File: src/rtl/uart_tx_frame.sv
// uart_tx_frame: UART transmitter. Serialises a parallel byte LSB-first as
// start / data / optional parity / stop, holding each bit for 'prescaler' CLK cycles.
// Ports:
//   CLK, RST          clock (rising edge), asynchronous active-high reset
//   P_DATA/Data_Valid payload and request; accepted only while idle
//   PAR_EN/PAR_TYP    parity enable, parity type (0 even, 1 odd)
//   prescaler         CLK cycles per bit; 0 means 2^PRESC_WIDTH
//   TX_OUT            serial line, idle high (registered)
//   Busy              frame in progress (registered)
module uart_tx_frame #(
  parameter int unsigned DATA_WIDTH  = 8,
  parameter int unsigned PRESC_WIDTH = 6
) (
  input  logic                   CLK,
  input  logic                   RST,
  input  logic [DATA_WIDTH-1:0]  P_DATA,
  input  logic                   Data_Valid,
  input  logic                   PAR_EN,
  input  logic                   PAR_TYP,
  input  logic [PRESC_WIDTH-1:0] prescaler,
  output logic                   TX_OUT,
  output logic                   Busy
);

  localparam int unsigned BitCntW = (DATA_WIDTH > 1) ? $clog2(DATA_WIDTH) : 1;
  localparam logic [BitCntW-1:0] LastBit = BitCntW'(DATA_WIDTH - 1);

  typedef enum logic [2:0] {StIdle, StStart, StData, StParity, StStop} state_e;

  state_e                 r_state,    w_state_nxt;
  logic [PRESC_WIDTH-1:0] r_edge_cnt, w_edge_nxt;
  logic [BitCntW-1:0]     r_bit_cnt,  w_bit_nxt;
  logic [DATA_WIDTH-1:0]  r_data,     w_data_nxt;
  logic                   r_par_en,   w_par_en_nxt;
  logic                   r_par_typ,  w_par_typ_nxt;
  logic [PRESC_WIDTH-1:0] r_presc,    w_presc_nxt;
  logic                   r_tx,       w_tx_nxt;
  logic                   r_busy,     w_busy_nxt;

  logic w_bit_done;
  logic w_par_bit;

  // Wrap arithmetic makes prescaler 0 compare against all-ones, i.e. 2^PRESC_WIDTH cycles.
  assign w_bit_done = (r_edge_cnt == (r_presc - PRESC_WIDTH'(1)));
  assign w_par_bit  = r_par_typ ? ~^r_data : ^r_data;

  always_comb begin
    w_state_nxt   = r_state;
    w_edge_nxt    = r_edge_cnt;
    w_bit_nxt     = r_bit_cnt;
    w_data_nxt    = r_data;
    w_par_en_nxt  = r_par_en;
    w_par_typ_nxt = r_par_typ;
    w_presc_nxt   = r_presc;
    w_tx_nxt      = r_tx;
    w_busy_nxt    = r_busy;

    if (r_state != StIdle) begin
      w_edge_nxt = w_bit_done ? '0 : r_edge_cnt + PRESC_WIDTH'(1);
    end

    unique case (r_state)
      StIdle: begin
        w_edge_nxt = '0;
        w_tx_nxt   = 1'b1;
        w_busy_nxt = 1'b0;
        if (Data_Valid) begin
          // Shadow the whole configuration so later input changes cannot corrupt this frame.
          w_data_nxt    = P_DATA;
          w_par_en_nxt  = PAR_EN;
          w_par_typ_nxt = PAR_TYP;
          w_presc_nxt   = prescaler;
          w_bit_nxt     = '0;
          w_state_nxt   = StStart;
          w_tx_nxt      = 1'b0;
          w_busy_nxt    = 1'b1;
        end
      end
      StStart: begin
        if (w_bit_done) begin
          w_state_nxt = StData;
          w_bit_nxt   = '0;
          w_tx_nxt    = r_data[0];
        end
      end
      StData: begin
        if (w_bit_done) begin
          if (r_bit_cnt == LastBit) begin
            if (r_par_en) begin
              w_state_nxt = StParity;
              w_tx_nxt    = w_par_bit;
            end else begin
              w_state_nxt = StStop;
              w_tx_nxt    = 1'b1;
            end
          end else begin
            w_bit_nxt = r_bit_cnt + BitCntW'(1);
            w_tx_nxt  = r_data[r_bit_cnt + BitCntW'(1)];
          end
        end
      end
      StParity: begin
        if (w_bit_done) begin
          w_state_nxt = StStop;
          w_tx_nxt    = 1'b1;
        end
      end
      StStop: begin
        if (w_bit_done) begin
          w_state_nxt = StIdle;
          w_busy_nxt  = 1'b0;
          w_tx_nxt    = 1'b1;
        end
      end
      default: begin
        w_state_nxt = StIdle;
        w_tx_nxt    = 1'b1;
        w_busy_nxt  = 1'b0;
      end
    endcase
  end

  always_ff @(posedge CLK or posedge RST) begin
    if (RST) begin
      r_state    <= StIdle;
      r_edge_cnt <= '0;
      r_bit_cnt  <= '0;
      r_data     <= '0;
      r_par_en   <= 1'b0;
      r_par_typ  <= 1'b0;
      r_presc    <= '0;
      r_tx       <= 1'b1;
      r_busy     <= 1'b0;
    end else begin
      r_state    <= w_state_nxt;
      r_edge_cnt <= w_edge_nxt;
      r_bit_cnt  <= w_bit_nxt;
      r_data     <= w_data_nxt;
      r_par_en   <= w_par_en_nxt;
      r_par_typ  <= w_par_typ_nxt;
      r_presc    <= w_presc_nxt;
      r_tx       <= w_tx_nxt;
      r_busy     <= w_busy_nxt;
    end
  end

  assign TX_OUT = r_tx;
  assign Busy   = r_busy;

endmodule

File: config.mk
export PLATFORM = sky130hd
export DESIGN_NAME = uart_tx_frame
export DESIGN_NICKNAME = d
export VERILOG_FILES = /design/src/rtl/uart_tx_frame.sv
export SDC_FILE = /design/constraint.sdc
export NUM_CORES = 1
export LEC_CHECK = 0
export BUFFER_PORTS_ARGS = -buffer_cell sky130_fd_sc_hd__buf_2
export CORE_MARGIN = 2
export CORE_UTILIZATION = 45
export DETAILED_ROUTE_END_ITERATION = 8
export PLACE_DENSITY = 0.7
export SLEW_MARGIN = 20
export SYNTH_ARGS = -nofsm -noshare
export SYNTH_HDL_FRONTEND = slang
export SYNTH_SLANG_ARGS = --single-unit
File: constraint.sdc
create_clock -name CLK -period 3.3 [get_ports CLK]
set_input_delay 0.165 -clock CLK [delete_from_list [all_inputs] [get_ports CLK]]
set_output_delay 0.165 -clock CLK [all_outputs]
set_load 0.005 [all_outputs]
==> results.py, run 1 <==
metrics = {
    "cells_and_area": {
        "fin_cells": 221,
        "n_antenna_cell": 0,
        "fin_area_um2": 1880,
        "nNetsFinal": 195,
        "synthToLayoutAreaGrowth_pct": 12.0,
        "drive_gt1_share_pct": 30.1,
        "post-route-util_pct": 51.8,
    },
    "clock_network": {
        "clock_latency_ns": 0.28,
        "ctsResizeCount": 0,
        "clockRootBuffer": "clkbuf_8",
        "clockBufferDepth": 2,
        "cts_inserted_buffers": 5,
        "cts.sinks": 30,
        "clk_pin_slew_ns": 0.06,
        "ctsHoldBuffers": 0,
        "htree_levels": 2,
        "cts_setup_buffers": 0,
        "cts_tree": "built",
    },
    "floorplanning": {
        "start_util_pct": 46.3,
        "die-width_um": 65.1,
        "die_h_um": 65.1,
        "coreArea_um2": 3630,
        "dieArea_um2": 4240,
        "ios": 21,
        "rows": 22,
    },
    "sta": {
        "hold_viol_final": 29,
        "totalNegativeSetupSlack_ns": 0,
        "rsz0062_at_grt": "false",
        "finClkSkew_ns": 0.00167,
        "fin_crit_sh_pct": 76.8,
        "fin_crit_ns": 2.54,
        "maxSlewViolCount": 0,
        "setup_ws_ns": 0.764,
        "finalSetupViolCount": 0,
        "hold_ws_ns": -0.0406,
        "relSlewSlack_pct": 45.6,
        "fmax_ghz": 0.394,
        "worst_pin_slew_ns": 0.817,
    },
    "synthesis": {
        "synth_nets": 176,
        "syn_inst": 153,
        "yosysUniqueCellTypes": 36,
        "yosys_warnings": 0,
        "ys_seq_area_share_pct": 44.7,
        "synth_area_um2": 1680,
        "synthDominantCellAreaShare_pct": 43.2,
        "synth.area.top_cells": "dfrtp_1 43%, mux2_2 9.4%, xnor2_1 6.8%",
        "syn_avg_cell_area_um2": 11.0,
        "synth_area_leader_cell": "dfrtp_1",
        "ys_ff_latch": 30,
    },
    "setup_path": {
        "required_ns": 3.47,
        "rrSetupSlack_ns": 0.76,
        "critical_path.max_fanout": 14,
        "crit_type": "register to register",
        "critPathLaunchType": "register",
        "path_cells": "inv_1, ha_1, o21ba_1, a221oi_2, a41oi_1, nor4_4, o21ai_0, mux2_2",
        "cp_slowest_stage_delay_ns": 0.57,
        "crit_arrival_ns": 2.71,
        "slowest_stage": "nor4_4",
        "end_kind": "register",
        "reg2reg_from": "r_presc[0]$_DFFE_PP0P_",
        "r2r-end": "r_bit_cnt[1]$_DFFE_PP0P_",
        "rr_worst_depth": 8,
    },
    "place": {
        "portBuffers": 20,
        "place_inst": 213,
        "pre_cts_ws_ns": 0.740,
        "placed_cell_area_um2": 1790,
        "globalplace.congestion": 0.852,
        "dpl.hpwl_mm": 2.30,
    },
    "pwr": {
        "ir_worst_vdd_uv": 446,
        "leakage_nw": 0.821,
        "p_per_area_nw_per_um2": 1010,
        "finalPower_mw": 1.91,
    },
    "flow_run": {
        "max-cap-violations": 0,
    },
    "detailed_routing": {
        "vias": 1189,
        "vias_per_cell": 5.38,
        "drt_iter0_drc": 44,
        "wl_mm": 3.11,
        "route.antenna.remaining_nets": 0,
        "dr.pass1.iters": 4,
        "drc_errors": 0,
        "wl_per_cell_um": 14.1,
    },
    "grt": {
        "gr-total-overflow": 0,
        "grt_start_max_net_pins": 31,
        "grt_pass1_vias": 1194,
        "grt_usage_pct": 17.4,
        "grt_antenna_before_repair": 0,
        "grt_pass1_wl_mm": 5.46,
    },
    "run_status": {
        "status": "finished, violations left",
        "violations": "negative hold slack",
    },
    "worst_hold_path": {
        "hold_class": "input port to async pin",
    },
}
## state kept, by name, indices dropped and copies added, names as in the netlist
signal      count
r_presc         6
Busy            1
r_par_en        1
r_edge_cnt      6
r_bit_cnt       3
r_par_typ       1
r_data          8
TX_OUT          1
r_state         3
## critical path: cells and delay by family (launching register included)
family	cells	cell delay, ns
AO/OA/AOI/OAI	4	0.81
adder cells (fa/ha/maj)	1	0.25
buffers and inverters	1	0.08
flip-flops	1	0.41
multiplexers	1	0.30
AND/OR/NAND/NOR	1	0.57
## where the power goes
group	internal [mW]	switching [mW]	leakage (nW)
sequential	0.533	0.188	0.370
combinational	0.475	0.411	0.405
clock	0.170	0.134	0.0455
## layout make-up
type                    count  area [um2]
fillers                   342        1750
multi-input cells         109         858
flip-flops and latches     30         752
repair buffers             20         100
clock buffers               8        90.1
well taps                  48        60.1
inverters                   6        22.5
## placed cells by master (no fill, tap or decap)
| cell | instances |
|---|---|
| nand4b_1 | 1 |
| xnor2_1 | 13 |
| a21o_2 | 1 |
| nor4_4 | 1 |
| a21o_1 | 3 |
| nor2_1 | 11 |
| clkbuf_1 | 2 |
| o221ai_1 | 1 |
| a221oi_2 | 2 |
| o32a_2 | 1 |
| buf_2 | 20 |
| dfstp_2 | 1 |
| mux2i_1 | 3 |
| o31ai_1 | 1 |
| nand4_1 | 1 |
| o21ba_1 | 1 |
| dfrtp_1 | 29 |
| o21ai_0 | 9 |
| inv_2 | 1 |
| mux4_2 | 2 |
| o2bb2ai_1 | 2 |
| nor3_1 | 4 |
| clkbuf_8 | 6 |
| a21oi_1 | 3 |
| mux2_2 | 14 |
| ha_1 | 4 |
| nand3_1 | 4 |
| and2_1 | 3 |
| a41oi_1 | 1 |
| nand2_1 | 10 |
| xor2_1 | 7 |
| or2_2 | 3 |
| a2111oi_0 | 1 |
| inv_1 | 5 |
| nand2b_1 | 1 |
| nor3b_1 | 1 |
## Yosys cell counts
cell type / instances
inv_1: 6
nand4b_1: 1
dfstp_2: 1
xor2_1: 7
mux2_2: 14
nand2_1: 10
dfrtp_1: 29
o221ai_1: 1
mux4_2: 2
o2bb2ai_1: 2
and2_1: 3
o21ai_0: 9
a21o_1: 3
a21oi_1: 3
nor3_1: 4
nand3_1: 4
o21ba_1: 1
nor3b_1: 1
or2_2: 3
ha_1: 4
xnor2_1: 13
mux2i_1: 3
nor2_1: 11
a221oi_2: 2
nand2b_1: 1
a2111oi_0: 1
buf_1: 1
a41oi_1: 1
nor4_4: 1
buf_6: 2
clkbuf_1: 4
buf_4: 1
o32a_2: 1
o31ai_1: 1
a21o_2: 1
nand4_1: 1
## layer usage
metal | GRT usage (%) | vias up | share of wire [%]
met4 | 8.59 | 0 | 1.1
li1 | - | 573 | -
met3 | 5.99 | 4 | 4.4
met1 | 21.1 | 587 | 45
met5 | 0 | - | 0
met2 | 27.6 | 25 | 49
## how the worst max path moves through the flow
stage,startpoint,endpoint,slack [ns],cells past startpoint
after floorplan,r_presc[0]$_DFFE_PP0P_,r_state[0]$_DFFE_PP0P_,1.29,9
after global placement,r_presc[0]$_DFFE_PP0P_,r_bit_cnt[1]$_DFFE_PP0P_,0.90,8
after detailed placement,r_presc[0]$_DFFE_PP0P_,r_bit_cnt[1]$_DFFE_PP0P_,0.74,8
after CTS,r_presc[0]$_DFFE_PP0P_,r_bit_cnt[1]$_DFFE_PP0P_,0.74,8
after global routing,r_presc[0]$_DFFE_PP0P_,r_bit_cnt[1]$_DFFE_PP0P_,0.55,8
final,r_presc[0]$_DFFE_PP0P_,r_bit_cnt[1]$_DFFE_PP0P_,0.76,8
## logic make-up after synthesis
logic type,count (synthesis),share of synthesized area [%]
mux,19,13.8
simple gates,40,12.3
xor+xnor,20,10.4
buf+inv,14,4.24
flops,30,44.7
compound gates,26,11.5
fa+ha+maj,4,2.98
(Power assumes the default switching activity.)
==> run 2: changes to the inputs <==
Clock period 3.3 ns to 2.4 ns, I/O delays scaled along.
==> run 2 against run 1 <==
The flow now finishes without violations; die area stayed put; setup slack worse by 0.63 ns; critical path type unchanged; highest routed layer unchanged; utilization is 1.8 points higher; sequential cell count stayed put; clock skew is 0.0045 ns higher.
==> results.py, run 2 (synthesized netlist as in run 1, its figures left out) <==
metrics = {
    "setup_path": {
        "crit_arrival_ns": 2.45,
        "critPathLaunchType": "register",
        "crit_type": "register to register",
        "required_ns": 2.58,
        "end_kind": "register",
        "rr_worst_depth": 9,
        "critical_path.max_fanout": 6,
    },
    "sta": {
        "finClkSkew_ns": 0.00619,
        "hold_viol_final": 0,
        "fin_crit_sh_pct": 94.3,
        "maxSlewViolCount": 0,
        "worst_pin_slew_ns": 0.399,
        "rsz0062_at_grt": "false",
        "totalNegativeSetupSlack_ns": 0,
        "relSlewSlack_pct": 73.4,
        "fmax_ghz": 0.442,
        "finalSetupViolCount": 0,
        "fin_crit_ns": 2.26,
    },
    "cells_and_area": {
        "drive_gt1_share_pct": 33.1,
        "top_regs": "r_data (8), r_edge_cnt (6), r_presc (6)",
        "final_cell_mix": "29 x dfrtp_1, 20 x buf_2, 14 x mux2_2",
        "seqCellArea_um2": 752,
        "largest_register_ffs": 8,
        "fillers": 342,
        "post-route-util_pct": 53.7,
        "nNetsFinal": 204,
        "synthToLayoutAreaGrowth_pct": 15.9,
        "top_register": "r_data",
        "multi_input_area_um2": 868,
        "n_antenna_cell": 0,
        "layout_commonest_cell": "dfrtp_1",
    },
    "flow_run": {
        "max-cap-violations": 0,
    },
    "detailed_routing": {
        "route.antenna.remaining_nets": 0,
        "wl_mm": 3.13,
        "drt_iter0_drc": 119,
        "vias": 1212,
        "vias_per_cell": 5.29,
        "drc_errors": 0,
        "wl_per_cell_um": 13.7,
        "dr.pass1.iters": 4,
    },
    "floorplanning": {
        "ios": 21,
        "dieArea_um2": 4240,
        "rows": 22,
        "die-width_um": 65.1,
        "start_util_pct": 46.3,
        "die_h_um": 65.1,
        "coreArea_um2": 3630,
    },
    "pwr": {
        "p_seq_share_pct": 37.5,
        "ir_worst_vdd_uv": 629,
        "switching_share_pct": 38.6,
        "switchingPower_mw": 1.03,
        "leakage_nw": 0.860,
        "p_per_area_nw_per_um2": 1370,
        "intPower_mw": 1.64,
        "clkPwrFrac_pct": 13.9,
        "power_frac_comb_pct": 48.6,
    },
    "clock_network": {
        "clockBufferDepth": 2,
        "clk_pin_slew_ns": 0.06,
        "clockRootBuffer": "clkbuf_8",
        "cts_tree": "built",
        "cts_inserted_buffers": 5,
        "htree_levels": 2,
        "cts.sinks": 30,
        "clock_latency_ns": 0.27,
    },
    "grt": {
        "grt_antenna_before_repair": 0,
        "grt_usage_pct": 17.4,
        "grt_pass1_wl_mm": 5.64,
        "grt_start_max_net_pins": 31,
        "gr-total-overflow": 0,
        "grt_pass1_vias": 1248,
    },
    "place": {
        "dpl.hpwl_mm": 2.30,
        "globalplace.congestion": 0.866,
        "portBuffers": 20,
    },
    "worst_hold_path": {
        "hold_path_depth": 3,
        "hold_class": "input port to register",
    },
    "run_status": {
        "status": "completed",
    },
}
==> run 2: area by class of cell <==
cell class / instances / area share (%)
Multi-Input combinational cell: 109 / 44.5
Sequential cell: 30 / 38.6
Timing Repair Buffer: 29 / 8.73
Clock buffer: 7 / 3.92
Tap cell: 48 / 3.08
Inverter: 6 / 1.16
==> run 2: power by group through the flow <==
stage | registers, mW | logic (mW) | clock network (mW)
finish | 0.998 | 1.30 | 0.371
detailed placement | 1.01 | 1.25 | 0
CTS | 0.998 | 1.26 | 0.380
global route | 1.04 | 1.44 | 0.402
floorplan | 0.890 | 1.12 | 0
global placement | 0.982 | 1.21 | 0
==> run 2: per-stage QoR <==
stage | cell area (um2) | instances | power, mW | hold WS [ns] | worst slack (ns)
2_1_floorplan | 1680 | 153 | 2.01 | 0.210 | 0.394
3_3_place_gp | 1830 | 218 | 2.19 | 0.208 | 0.268
3_5_place_dp | 1830 | 218 | 2.25 | 0.217 | 0.161
4_1_cts | 1920 | 226 | 2.64 | 0.0455 | 0.123
5_1_grt | 1950 | 229 | 2.88 | 0.0719 | 0.0119
6_report | 1950 | 229 | 2.67 | 0.0501 | 0.137
==> run 2: metal layers <==
layer / GRT usage [%] / wire length, um / vias to the layer above
met2: 28.6 / 1550 / 33
met5: 0 / 0 / -
met4: 7.55 / 45 / 0
met1: 22.6 / 1400 / 586
li1: - / - / 589
met3: 3.25 / 129 / 4
==> run 2: repair_timing <==
item / CTS / global route
gates resized for setup: 0 / 2
buffers inserted: 0 / 3
endpoints found under the setup margin: 0 / 1
endpoints found under the hold margin: 29 / 0
hold buffers: 1 / 0
==> run 2: final timing paths <==
check	from	to	slack [ns]
worst max register to register	r_presc[0]$_DFFE_PP0P_	r_state[0]$_DFFE_PP0P_	0.14
min in group asynchronous	RST	r_edge_cnt[0]$_DFF_PP0_	0.45
max in group asynchronous	RST	TX_OUT$_DFFE_PP1P_	1.62
worst min-delay path	prescaler[1]	r_presc[1]$_DFFE_PP0P_	0.05
worst max-delay path	r_presc[0]$_DFFE_PP0P_	r_state[0]$_DFFE_PP0P_	0.14
worst min register to register	Busy$_DFFE_PP0P_	Busy$_DFFE_PP0P_	0.48
==> run 2: critical path, stage by stage, from the launching register on <==
cell and delay (ns):
dfrtp_1 0.41, inv_1 0.08, ha_2 0.22, o21ba_1 0.20
a221oi_2 0.26, a41oi_2 0.08, nor4_4 0.37, buf_4 0.21
nand4_1 0.11, a221oi_2 0.22
==> run 3: changes to the inputs <==
Settings changed: BUFFER_PORTS_ARGS -buffer_cell sky130_fd_sc_hd__buf_2 to not set, DONT_BUFFER_PORTS set to 1, MAX_ROUTING_LAYER set to met4, PLACE_DENSITY 0.7 to 0.66.
==> run 3 against run 2 <==
Final cell count down 2.6%; utilization increased by 1.8 points; register-to-register slack worse by 0.02 ns; setup slack got worse by 0.022 ns; non-clock buffer count is 7 lower; clock power rose by 35%; sequential power is 1% lower; worst hold slack improved by 0.068 ns; global-route usage up 0.83 points; design area grew 3.3%.
==> results.py, run 3 (synthesized netlist as in run 1, its figures left out) <==
metrics = {
    "sta": {
        "finalSetupViolCount": 0,
        "totalNegativeSetupSlack_ns": 0,
        "finClkSkew_ns": 0.00285,
        "maxSlewViolCount": 0,
        "hold_viol_final": 0,
        "fin_crit_ns": 2.28,
        "worst_pin_slew_ns": 0.389,
        "fin_crit_sh_pct": 95.2,
        "setup_ws_ns": 0.116,
        "relSlewSlack_pct": 74.1,
        "hold_ws_ns": 0.118,
        "fmax_ghz": 0.438,
    },
    "detailed_routing": {
        "vias": 1196,
        "wl_mm": 3.08,
        "wl_per_cell_um": 13.8,
        "drt_iter0_drc": 75,
        "drc_errors": 0,
        "route.antenna.remaining_nets": 0,
        "vias_per_cell": 5.36,
        "dr.pass1.iters": 4,
    },
    "setup_path": {
        "slowest_stage": "dfrtp_1",
        "path_cells": "inv_1, ha_1, o21ba_1, a221oi_2, a41oi_1, nor4_4, buf_6, nand4_1, a221oi_2",
        "reg2reg_from": "r_presc[0]$_DFFE_PP0P_",
        "end_kind": "register",
        "crit_arrival_ns": 2.48,
        "critical_path.max_fanout": 10,
        "cpMostUsedCell": "a221oi_2",
        "rrSetupSlack_ns": 0.12,
        "rr_worst_depth": 9,
        "cp_slowest_stage_delay_ns": 0.39,
        "crit_type": "register to register",
        "r2r-end": "r_state[0]$_DFFE_PP0P_",
        "required_ns": 2.59,
        "critPathLaunchType": "register",
    },
    "pwr": {
        "switching_share_pct": 37.2,
        "switchingPower_mw": 1.02,
        "p_per_area_nw_per_um2": 1360,
        "power_frac_comb_pct": 45.6,
        "ir_worst_vdd_uv": 809,
        "clkPwrFrac_pct": 18.3,
        "leakage_nw": 0.853,
        "intPower_mw": 1.72,
        "p_seq_share_pct": 36.1,
    },
    "clock_network": {
        "clock_latency_ns": 0.28,
        "clockRootBuffer": "clkbuf_8",
        "cts_inserted_buffers": 5,
        "cts.sinks": 30,
        "cts_tree": "built",
        "clockBufferDepth": 2,
        "htree_levels": 2,
        "clk_pin_slew_ns": 0.06,
    },
    "cells_and_area": {
        "drive_gt1_share_pct": 21.7,
        "top_register": "r_data",
        "synthToLayoutAreaGrowth_pct": 19.7,
        "seqCellArea_um2": 752,
        "multi_input_area_um2": 858,
        "final_cell_mix": "29 x dfrtp_1, 17 x dlygate4sd3_1, 14 x mux2_2",
        "fillers": 335,
        "nNetsFinal": 197,
        "layout_commonest_cell": "dfrtp_1",
        "post-route-util_pct": 55.4,
        "top_regs": "r_data (8), r_edge_cnt (6), r_presc (6)",
        "n_antenna_cell": 0,
        "largest_register_ffs": 8,
    },
    "worst_hold_path": {
        "holdCritStartpoint": "Data_Valid",
        "hold_path_depth": 2,
        "hold_class": "input port to register",
        "hold_end": "r_state[0]$_DFFE_PP0P_",
    },
    "flow_run": {
        "max-cap-violations": 0,
    },
    "floorplanning": {
        "die_h_um": 65.1,
        "die-width_um": 65.1,
        "dieArea_um2": 4240,
        "rows": 22,
        "coreArea_um2": 3630,
        "start_util_pct": 46.3,
        "ios": 21,
    },
    "grt": {
        "grt_pass1_vias": 1211,
        "gr-total-overflow": 0,
        "grt_pass1_wl_mm": 5.55,
        "grt_usage_pct": 18.3,
        "grt_start_max_net_pins": 31,
        "grt_antenna_before_repair": 0,
    },
    "place": {
        "dpl.hpwl_mm": 2.23,
        "pre_cts_ws_ns": 0.162,
        "globalplace.congestion": 0.891,
        "portBuffers": 0,
    },
    "run_status": {
        "status": "completed",
    },
}
## run 3: cell count changes in the layout (fill, tap and decap cells not counted), moves of 2 or more
cell           change
buf_2             -20
dlygate4sd3_1     +16
clkinv_2           +2
clkbuf_1           -2
buf_4              -4
## run 3: repair_timing
item	in CTS	in global routing
endpoints found under the setup margin	0	1
hold buffers	17	0
gates resized for setup	0	1
hold endpoints to repair	45	0
buffers inserted	0	2
## run 3: per-layer routing
| layer | global-route usage (%) | vias to the layer above | wire length, um |
|---|---|---|---|
| met5 | - | - | 0 |
| met2 | 28.6 | 28 | 1520 |
| met4 | 9.11 | 0 | 57 |
| li1 | - | 574 | - |
| met1 | 20.5 | 588 | 1350 |
| met3 | 7.02 | 6 | 154 |
## run 3: how the worst max path moves through the flow
stage,start,end,slack [ns],cells after the start
finish,r_presc[0]$_DFFE_PP0P_,r_state[0]$_DFFE_PP0P_,0.12,9
floorplan,r_presc[0]$_DFFE_PP0P_,r_state[0]$_DFFE_PP0P_,0.39,9
detailed placement,r_presc[0]$_DFFE_PP0P_,r_state[0]$_DFFE_PP0P_,0.16,9
global route,r_presc[0]$_DFFE_PP0P_,r_state[0]$_DFFE_PP0P_,-0.003,9
global placement,r_presc[0]$_DFFE_PP0P_,r_state[0]$_DFFE_PP0P_,0.28,9
CTS,r_presc[0]$_DFFE_PP0P_,r_state[0]$_DFFE_PP0P_,0.12,9
## run 3: metrics by stage
step	instances	power, mW	instance area [um2]
after global routing	223	2.94	2010
final	223	2.73	2010
after CTS	221	2.73	1990
after floorplan	153	2.01	1680
after global placement	196	2.17	1720
after detailed placement	196	2.21	1720
## run 3: cell type report
cell class / instances / share of cell area [%]
repair buffers: 22 / 10.5
inverters: 6 / 1.12
flip-flops and latches: 30 / 37.4
multi-input cells: 109 / 42.6
clock buffers: 5 / 3.42
clock inverters: 3 / 1.99
well taps: 48 / 2.98
## run 3: critical path, delay by kind of cell (launching register included)
kind | cells | cell delay (ns)
AO/OA/AOI/OAI | 4 | 0.82
AND/OR/NAND/NOR | 2 | 0.45
flip-flops | 1 | 0.39
buffers and inverters | 2 | 0.27
adder cells (fa/ha/maj) | 1 | 0.25
## run 3: power groups by stage
| stage | Clock, mW | Sequential [mW] | Combinational (mW) |
|---|---|---|---|
| after CTS | 0.511 | 0.989 | 1.23 |
| after global placement | 0 | 0.985 | 1.18 |
| after floorplan | 0 | 0.890 | 1.12 |
| after global routing | 0.539 | 1.03 | 1.38 |
| after detailed placement | 0 | 0.997 | 1.21 |
| final | 0.499 | 0.988 | 1.25 |
